`config.mk`:
```
export PLATFORM = sky130hd
export DESIGN_NAME = sum_decimator
export DESIGN_NICKNAME = d
export VERILOG_FILES = /design/src/rtl/sum_decimator_pkg.sv /design/src/rtl/sum_decimator_round_sat.sv /design/src/rtl/sum_decimator.sv
export SDC_FILE = /design/constraint.sdc
export NUM_CORES = 1
export LEC_CHECK = 0
export BUFFER_PORTS_ARGS = -buffer_cell sky130_fd_sc_hd__clkbuf_2
export CELL_PAD_IN_SITES_DETAIL_PLACEMENT = 1
export CELL_PAD_IN_SITES_GLOBAL_PLACEMENT = 2
export CORE_UTILIZATION = 38
export CTS_CLUSTER_DIAMETER = 40
export DETAILED_ROUTE_END_ITERATION = 10
export PLACE_DENSITY = 0.86
export SETUP_SLACK_MARGIN = 0.5
export SYNTH_ARGS = -nofsm -noshare
export SYNTH_HDL_FRONTEND = slang
export SYNTH_SLANG_ARGS = --single-unit
```
`constraint.sdc`:
```
create_clock -name clk -period 4.45 [get_ports clk]
set_clock_uncertainty 0.05 [all_clocks]
set_input_delay 0.2225 -clock clk [delete_from_list [all_inputs] [get_ports clk]]
set_output_delay 0.2225 -clock clk [all_outputs]
set_load 0.1 [all_outputs]
```
`src/rtl/sum_decimator_pkg.sv`:
```
// Shared sizing helpers for the sum decimator and other decimating paths.
package sum_decimator_pkg;

  // Default widths of the DSBPM amplitude path.
  localparam int IN_WIDTH_DEF  = 20;
  localparam int CNT_WIDTH_DEF = 10;
  localparam int OUT_WIDTH_DEF = 16;
  localparam int SHIFT_W_DEF   = 5;

  // Accumulator width: a full window of 2^cnt_w extreme samples cannot overflow.
  function automatic int acc_width(input int in_w, input int cnt_w);
    return in_w + cnt_w;
  endfunction

  // Shifts at or beyond the accumulator width collapse to the widest meaningful shift.
  function automatic int clamp_shift(input int sh, input int acc_w);
    return (sh >= acc_w) ? (acc_w - 1) : sh;
  endfunction

  // Largest and smallest values representable in a signed w-bit result.
  function automatic longint out_max(input int w);
    return (longint'(1) << (w - 1)) - 1;
  endfunction

  function automatic longint out_min(input int w);
    return -(longint'(1) << (w - 1));
  endfunction

  localparam longint OUT_MAX_DEF = out_max(OUT_WIDTH_DEF);
  localparam longint OUT_MIN_DEF = out_min(OUT_WIDTH_DEF);

endpackage

```
`src/rtl/sum_decimator_round_sat.sv`:
```
// Round-half-up divide by 2^shift followed by saturation to OUT_WIDTH.
// Three registered steps: bias add, arithmetic shift, clip. The result is a
// valid-only stream (no backpressure): valid_out pulses once per accepted
// valid_in, data_out/sat_out hold their last value between pulses.
module sum_decimator_round_sat
  import sum_decimator_pkg::*;
#(
  parameter int ACC_W     = 30,
  parameter int SHIFT_W   = 5,
  parameter int OUT_WIDTH = 16
) (
  input  logic                        clk,
  input  logic                        rst,
  input  logic                        valid_in,
  input  logic signed [ACC_W-1:0]     sum_in,
  input  logic        [SHIFT_W-1:0]   shift_in,
  output logic signed [OUT_WIDTH-1:0] data_out,
  output logic                        valid_out,
  output logic                        sat_out
);

  // One extra bit so adding the rounding bias to a near-full-scale sum cannot wrap.
  localparam int EXT_W = ACC_W + 1;
  localparam logic signed [EXT_W-1:0]     MAX_EXT = EXT_W'(out_max(OUT_WIDTH));
  localparam logic signed [EXT_W-1:0]     MIN_EXT = EXT_W'(out_min(OUT_WIDTH));
  localparam logic signed [OUT_WIDTH-1:0] MAX_OUT = OUT_WIDTH'(out_max(OUT_WIDTH));
  localparam logic signed [OUT_WIDTH-1:0] MIN_OUT = OUT_WIDTH'(out_min(OUT_WIDTH));

  logic        [SHIFT_W-1:0]   sh_eff;
  logic signed [EXT_W-1:0]     sum_ext;
  logic signed [EXT_W-1:0]     bias;
  logic signed [EXT_W-1:0]     biased_q;
  logic        [SHIFT_W-1:0]   sh_q;
  logic                        va_q;
  logic signed [EXT_W-1:0]     shifted_q;
  logic                        vb_q;
  logic signed [OUT_WIDTH-1:0] clip_val;
  logic                        clip_flag;

  // Clamp the shift and form the half-LSB rounding bias for the requested shift.
  always_comb begin
    sh_eff  = SHIFT_W'(clamp_shift(int'(shift_in), ACC_W));
    sum_ext = {sum_in[ACC_W-1], sum_in};
    bias    = '0;
    if (sh_eff != '0) begin
      bias = EXT_W'(1) << (sh_eff - 1'b1);
    end
  end

  // Step 1: add the rounding bias and carry the clamped shift alongside.
  always_ff @(posedge clk) begin
    if (rst) begin
      biased_q <= '0;
      sh_q     <= '0;
      va_q     <= 1'b0;
    end else begin
      va_q <= valid_in;
      if (valid_in) begin
        biased_q <= sum_ext + bias;
        sh_q     <= sh_eff;
      end
    end
  end

  // Step 2: arithmetic right shift; with the bias this rounds half toward +inf.
  always_ff @(posedge clk) begin
    if (rst) begin
      shifted_q <= '0;
      vb_q      <= 1'b0;
    end else begin
      vb_q <= va_q;
      if (va_q) begin
        shifted_q <= biased_q >>> sh_q;
      end
    end
  end

  // Clip decision for the shifted value.
  always_comb begin
    clip_val  = shifted_q[OUT_WIDTH-1:0];
    clip_flag = 1'b0;
    if (shifted_q > MAX_EXT) begin
      clip_val  = MAX_OUT;
      clip_flag = 1'b1;
    end else if (shifted_q < MIN_EXT) begin
      clip_val  = MIN_OUT;
      clip_flag = 1'b1;
    end
  end

  // Step 3: register the saturated result; outputs hold between pulses.
  always_ff @(posedge clk) begin
    if (rst) begin
      data_out  <= '0;
      sat_out   <= 1'b0;
      valid_out <= 1'b0;
    end else begin
      valid_out <= vb_q;
      if (vb_q) begin
        data_out <= clip_val;
        sat_out  <= clip_flag;
      end
    end
  end

endmodule

```
`src/rtl/sum_decimator.sv`:
```
// Windowed accumulate-and-decimate of the adder-tree sum stream.
// Input is a valid-only stream: a sample is consumed on every clk edge where
// valid_in is high, gaps of any length are allowed and there is no ready.
// Window length and shift are captured on the first sample of each window.
module sum_decimator
  import sum_decimator_pkg::*;
#(
  parameter int IN_WIDTH  = IN_WIDTH_DEF,
  parameter int CNT_WIDTH = CNT_WIDTH_DEF,
  parameter int OUT_WIDTH = OUT_WIDTH_DEF,
  parameter int SHIFT_W   = SHIFT_W_DEF
) (
  input  logic                        clk,
  input  logic                        rst,
  input  logic                        valid_in,
  input  logic signed [IN_WIDTH-1:0]  data_in,
  input  logic        [CNT_WIDTH:0]   acc_len,
  input  logic        [SHIFT_W-1:0]   shift,
  output logic signed [OUT_WIDTH-1:0] data_out,
  output logic                        valid_out,
  output logic                        sat_out
);

  localparam int ACC_W = acc_width(IN_WIDTH, CNT_WIDTH);
  localparam int LEN_W = CNT_WIDTH + 1;
  localparam logic [LEN_W-1:0] MAX_LEN = LEN_W'(1) << CNT_WIDTH;

  logic        [LEN_W-1:0]   count_q;
  logic        [LEN_W-1:0]   len_q;
  logic        [SHIFT_W-1:0] shift_q;
  logic signed [ACC_W-1:0]   acc_q;

  logic                      first;
  logic        [LEN_W-1:0]   len_req;
  logic        [LEN_W-1:0]   len_eff;
  logic        [SHIFT_W-1:0] shift_eff;
  logic        [LEN_W-1:0]   count_inc;
  logic signed [ACC_W-1:0]   sample_ext;
  logic signed [ACC_W-1:0]   sum_next;
  logic                      last;

  logic                      s1_valid;
  logic signed [ACC_W-1:0]   s1_sum;
  logic        [SHIFT_W-1:0] s1_shift;

  // Window bookkeeping: a sample arriving with count==0 opens a window and uses
  // the live controls; later samples use the values captured at window start.
  always_comb begin
    first   = (count_q == '0);
    len_req = acc_len;
    if (acc_len == '0) begin
      len_req = LEN_W'(1);
    end else if (acc_len > MAX_LEN) begin
      len_req = MAX_LEN;
    end
    len_eff    = first ? len_req : len_q;
    shift_eff  = first ? shift : shift_q;
    count_inc  = count_q + LEN_W'(1);
    sample_ext = {{CNT_WIDTH{data_in[IN_WIDTH-1]}}, data_in};
    sum_next   = acc_q + sample_ext;
    last       = valid_in && (count_inc == len_eff);
  end

  // Accumulator and counter; they clear on the closing sample so the very next
  // valid sample starts a fresh window without a dead cycle.
  always_ff @(posedge clk) begin
    if (rst) begin
      count_q <= '0;
      len_q   <= LEN_W'(1);
      shift_q <= '0;
      acc_q   <= '0;
    end else if (valid_in) begin
      if (first) begin
        len_q   <= len_req;
        shift_q <= shift;
      end
      if (last) begin
        acc_q   <= '0;
        count_q <= '0;
      end else begin
        acc_q   <= sum_next;
        count_q <= count_inc;
      end
    end
  end

  // S1: capture the completed window sum with the shift it was opened with.
  always_ff @(posedge clk) begin
    if (rst) begin
      s1_valid <= 1'b0;
      s1_sum   <= '0;
      s1_shift <= '0;
    end else begin
      s1_valid <= last;
      if (last) begin
        s1_sum   <= sum_next;
        s1_shift <= shift_eff;
      end
    end
  end

  sum_decimator_round_sat #(
    .ACC_W     (ACC_W),
    .SHIFT_W   (SHIFT_W),
    .OUT_WIDTH (OUT_WIDTH)
  ) u_round_sat (
    .clk       (clk),
    .rst       (rst),
    .valid_in  (s1_valid),
    .sum_in    (s1_sum),
    .shift_in  (s1_shift),
    .data_out  (data_out),
    .valid_out (valid_out),
    .sat_out   (sat_out)
  );

endmodule
```
=== Word level (Yosys, flattened, before mapping) ===
Index checks and enable logic that the tools add are counted.

* $add $sub $neg: 4
* $lt $le $gt $ge: 4
* Equality and inequality tests: 1
* Shifts and indexed selects: 2
* Mux-type cells: 12
* Reductions and logical operators: 4

{| class="wikitable"
|+ Operator list
! operator !! count
|-
| 2-to-1 mux 11 bit || 4
|-
| 2-to-1 mux 16 bit || 2
|-
| adder 30 x 31 -> 31 bit || 1
|-
| greater-than comparator 31 x 16 -> 1 bit, second input constant || 1
|-
| < comparator 31 x 16 -> 1 bit, second input constant || 1
|-
| 2-to-1 mux 31 bit || 1
|-
| left shift 1 x 5 -> 31 bit, first input constant || 1
|-
| >>> shifter 31 x 5 -> 31 bit || 1
|-
| adder 30 x 20 -> 30 bit || 1
|-
| 2-to-1 mux 30 bit || 1
|-
| zero test 11 bit || 2
|-
| adder 11 x 1 -> 11 bit, second input constant || 1
|-
| == test 11 bit || 1
|-
| greater-than comparator 11 bit, second input constant || 1
|-
| 2-to-1 mux 5 bit || 2
|-
| >= comparator 5 bit, second input constant || 1
|-
| nonzero test 5 bit || 1
|-
| subtractor 5 x 1 -> 5 bit, second input constant || 1
|-
| 2-to-1 mux 1 bit || 2
|-
| logical AND 1 bit || 1
|}

* Bits in registers: 180
* Input port bits: 39
* Output and inout port bits: 18
* Logic and storage cells: 42

=== Longest topological paths before layout ===
* Depth after elaboration: 7
* Gate-level depth with buffers: 15
* Depth with buffers taken out: 13

=== Cells and area by module ===
From an unflattened synthesis, not the netlist that was laid out.

* Cells, all modules: 1427
* Area, all modules: 12011.5 µm²

{| class="wikitable"
|+ Modules (own cells, without submodules)
! module !! times used !! cells an instance !! area each (µm²) !! seq. area each (µm²)
|-
| sum_decimator_round_sat || 1 || 783 || 6485.0 || 1741.7
|-
| sum_decimator || 1 || 644 || 5526.6 || 1861.8
|}

=== Least setup slack after synthesis ===
Ideal clock, no wire load.

* Path kind: register -> register
* From: reg s1_shift[4]
* To: reg u_round_sat.biased_q[24]
* Library setup time: 0.092 ns
* Arrival time: 3.311 ns
* Data required time: 4.308 ns
* Path slack: 0.997 ns
* Cell stages (with the launch flop): 16
* Buffers on the path: 2
* Clock period less this slack: 3.453 ns
* Cells stage by stage: dfxtp_1 > clkbuf_1 > nand2b_1 > clkbuf_1 > nor2_1 > ha_1 > fa_1 > a211oi_1 > o21ai_0 > a32o_1 > nor2_1 > a31oi_1 > o21a_1 > o31a_1 > o21a_1 > o32ai_1

* Word-level cells in the longest chain between the ends: 6
* Elaborated cells on any way between the ends: 7
* Classes of those cells: add/sub (2); order compare (1); shift (1); mux (2); reduce/logical (1)

{| class="wikitable"
|+ Ends and longest elaborated chain
! what !! line !! text
|-
| start, declared || sum_decimator.sv:44 || <nowiki>logic [SHIFT_W-1:0] s1_shift;</nowiki>
|-
| start signal, assigned || sum_decimator.sv:97 || <nowiki>s1_shift <= shift_eff;</nowiki>
|-
| >= comparator 5 bit || sum_decimator_pkg.sv:17 || <nowiki>return (sh >= acc_w) ? (acc_w - 1) : sh;</nowiki>
|-
| 2-to-1 mux 5 bit (*) || sum_decimator_pkg.sv:17 ||
|-
| subtractor 5 x 1 -> 5 bit || sum_decimator_round_sat.sv:46 || <nowiki>bias = EXT_W'(1) << (sh_eff - 1'b1);</nowiki>
|-
| left shift 1 x 5 -> 31 bit || sum_decimator_round_sat.sv:46 ||
|-
| 2-to-1 mux 31 bit (*) || sum_decimator_round_sat.sv:45 || <nowiki>if (sh_eff != '0) begin</nowiki>
|-
| adder 30 x 31 -> 31 bit (*) || sum_decimator_round_sat.sv:59 || <nowiki>biased_q <= sum_ext + bias;</nowiki>
|-
| end signal, assigned || sum_decimator_round_sat.sv:59 ||
|-
| end, declared || sum_decimator_round_sat.sv:32 || <nowiki>logic signed [EXT_W-1:0] biased_q;</nowiki>
|}

Every way passes the cells marked *; elsewhere a longest branch is shown, timed or not.
A chain may end at the register's enable or synchronous reset.

=== Final worst setup path ===
* From: reg s1_shift[0]
* To: reg u_round_sat.biased_q[29]

Same word-level chain as after synthesis.

==> run_results.csv <==
group,metric,value,unit
die,io_pins,57,
yosys,synth_area_leaders,"dfxtp_1 31%, mux2i_1 7.7%, ha_1 6.5%",
run_status,status,"finished, final reports clean",
power_and_ir_drop,power.total,0.00401,W
yosys,ys_async_sr_fraction,0,%
global_route,grt_first_pass_wirelength,53300,um
placed_design,gp_congestion,0.855,
clock_tree,clk_pin_slew,0.08,ns
routing,final_antenna_net_count,0,
finish,utilization,43.3,%
clock_tree,cts_tree,"done",
global_route,grt-ovfl-total,0,
die,start_util,39.0,%
setup_path,path_cells,"or2_2 > nor3_2 > ha_1 > a211oi_1 > o21ai_0 > o211ai_1 > o221ai_1 > and3_1 > o311ai_0 > a21boi_0 > xnor2_1 > o21ai_0",
finish,fin_nets,1547,
setup_path,setup.worst_path.class,"reg -> reg",
yosys,syn_inst,1441,
routing,drtPass1Iterations,5,
global_route,grt_max_degree,115,
setup_path,cpMostUsedCell,"o21ai_0",
timing,finalCritPeriodShare,80.5,%
routing,vias,10300,
yosys,syn_area_per_cell,8.11,um^2
setup_path,slowest_stage,"dfxtp_1",
min_path,hp-class,"in -> reg",
finish,layout_commonest_cell,"nor2_1",
global_route,antenna_found_initial,0,
power_and_ir_drop,p_per_area,309,nW/um^2
yosys,synth_edf_count,0,
timing,min_period,3.58,ns
timing,worst_slew_pin_slew,1.18,ns
power_and_ir_drop,max-vdd-ir-drop,0.000251,V
setup_path,arrival,3.87,ns
timing,final-hold-violation-count,0,
yosys,ys_ff_latch,180,
setup_path,crit_fanout,11,
clock_tree,cts_max_path_buffers,2,
routing,totalWireLength,32400,um
placed_design,pre_cts_slack,0.544,ns
die,die_y,177,um
routing,routedWlPerCell,17.5,um
clock_tree,cts_setup_buffers,0,
yosys,syn_area,11700,um^2
clock_tree,cts_root_buffer,"clkbuf_16",
yosys,synth_nets,1543,
clock_tree,clk_latency,0.46,ns
setup_path,start_kind,"flop",
timing,slew_viol_final,0,
yosys,synth_warnings,0,
die,num_rows,63,
global_route,grt_pass1_vias,10300,
placed_design,portBuffers,56,
finish,syn_to_final_growth,11.1,%
finish,antenna_cells,0,
finish,layout_common_cells,"193 x nor2_1, 175 x dfxtp_1, 154 x nand2_1",
placed_design,place_hpwl,23600,um
yosys,synth.distinct_cells,66,
timing,relSlewSlack,20.9,%
die,fp.dieW,177,um
die,core-area,30000,um^2
yosys,synth_top_area_cell,"dfxtp_1",
global_route,grt_usage,21.1,%
clock_tree,cts_sinks,180,
setup_path,required,4.73,ns
flow_run,drv_cap,0,
routing,drtIter0Drc,431,
routing,route.detailed.drc,0,
yosys,synth_flop_cell,"dfxtp_1",
timing,max_freq,279,MHz
routing,routed_via_density,5.56,
timing,setup_violations,0,
timing,tns,0,ns
clock_tree,cts_inserted_buffers,17,
yosys,ys_seq_area_share,30.8,%
timing,post-route-worst-setup-slack,0.869,ns
setup_path,crit_path_max_incr_delay,0.43,ns
timing,rsz0062_at_grt,"false",
die,dieArea,31400,um^2
clock_tree,h-tree-depth,4,
finish,drive_gt1_share,11.2,%
setup_path,endpoint_kind,"flop",
yosys,yosysTopAreaCellShare,30.8,%
power_and_ir_drop,p_leak,5.25,nW
==> cells by family (layout without fill, tap and decap cells) <==
family | count (synthesis) | count (layout) | synth area share [%]
buf+inv | 126 | 142 | 4.14
other cells | 1 | 1 | 0.0321
xor+xnor | 64 | 64 | 4.80
fa+ha+maj | 63 | 63 | 6.88
flops | 180 | 180 | 30.8
compound gates | 349 | 349 | 18.9
mux | 128 | 128 | 13.7
simple gates | 530 | 531 | 20.7
==> cell usage after synthesis, types with 24 or more instances <==
cell type / n
nor2_1: 193
dfxtp_1: 180
nand2_1: 154
a21oi_1: 104
mux2i_1: 90
clkbuf_1: 74
o21ai_0: 67
ha_1: 61
nand3_1: 61
xnor2_1: 49
a211oi_1: 45
inv_1: 30
mux4_2: 24
==> repair_timing <==
action	CTS	global route
hold endpoints to repair	9	0
resized for setup	0	12
setup endpoints to repair	0	65
hold buffers	9	0
==> final timing paths <==
| path | from | to | slack [ns] | cells past startpoint |
|---|---|---|---|---|
| hold / removal | acc_len[7] | len_q[7] | 0.04 | 3 |
| setup / recovery | s1_shift[0] | u_round_sat.biased_q[29] | 0.87 | 12 |
| setup reg to reg | s1_shift[0] | u_round_sat.biased_q[29] | 0.87 | 12 |
| hold reg to reg | len_q[4] | len_q[4] | 0.41 | 2 |
==> metal layers <==
metal / wire length, um / GRT usage [%]
met1: 15800 / 27.4
met2: 15600 / 36.1
met3: 607 / 3.19
met4: 405 / 5.56
met5: 0 / 0
==> layout make-up <==
class	count	area [um^2]
Fill cell	3679	17000
Multi-Input combinational cell	1136	7650
Sequential cell	180	3610
Timing Repair Buffer	80	502
Tap cell	390	488
Clock buffer	17	425
Clock inverter	15	184
Inverter	30	113
==> per-stage QoR <==
stage	std cells	cell area (um^2)	hold WS, ns
6_report	1848	13000	0.0371
5_1_grt	1848	13000	0.0407
4_1_cts	1847	12900	0.00282
3_5_place_dp	1806	12200	0.401
3_3_place_gp	1806	12200	0.392
2_1_floorplan	1441	11700	0.308
==> state kept, by name, indices dropped and copies added, names as in the netlist <==
register	flops
u_round_sat.biased_q	31
u_round_sat.shifted_q	31
acc_q	30
s1_sum	30
u_round_sat.data_out	16
count_q	11
len_q	11
s1_shift	5
shift_q	5
u_round_sat.sh_q	5
s1_valid	1
u_round_sat.sat_out	1
u_round_sat.va_q	1
u_round_sat.valid_out	1
u_round_sat.vb_q	1
==> report_power, final <==
| part | leakage, nW | total [W] | internal, W | switching (W) |
|---|---|---|---|---|
| clock network | 0.295 | 0.00154 | 0.000760 | 0.000782 |
| registers | 1.46 | 0.00172 | 0.00167 | 0.0000477 |
| logic | 3.50 | 0.000750 | 0.000297 | 0.000454 |
==> worst max-delay path: cells and delay by family (launching register included) <==
| kind | cells | cell delay, ns |
|---|---|---|
| xor gates and xnor gates | 1 | 0.16 |
| adders and majority gates | 1 | 0.30 |
| DFF | 1 | 0.43 |
| AOI/OAI and AO/OA | 7 | 1.56 |
| and+or+nand+nor | 3 | 0.95 |
No activity file was read; power rests on OpenSTA's default activity.
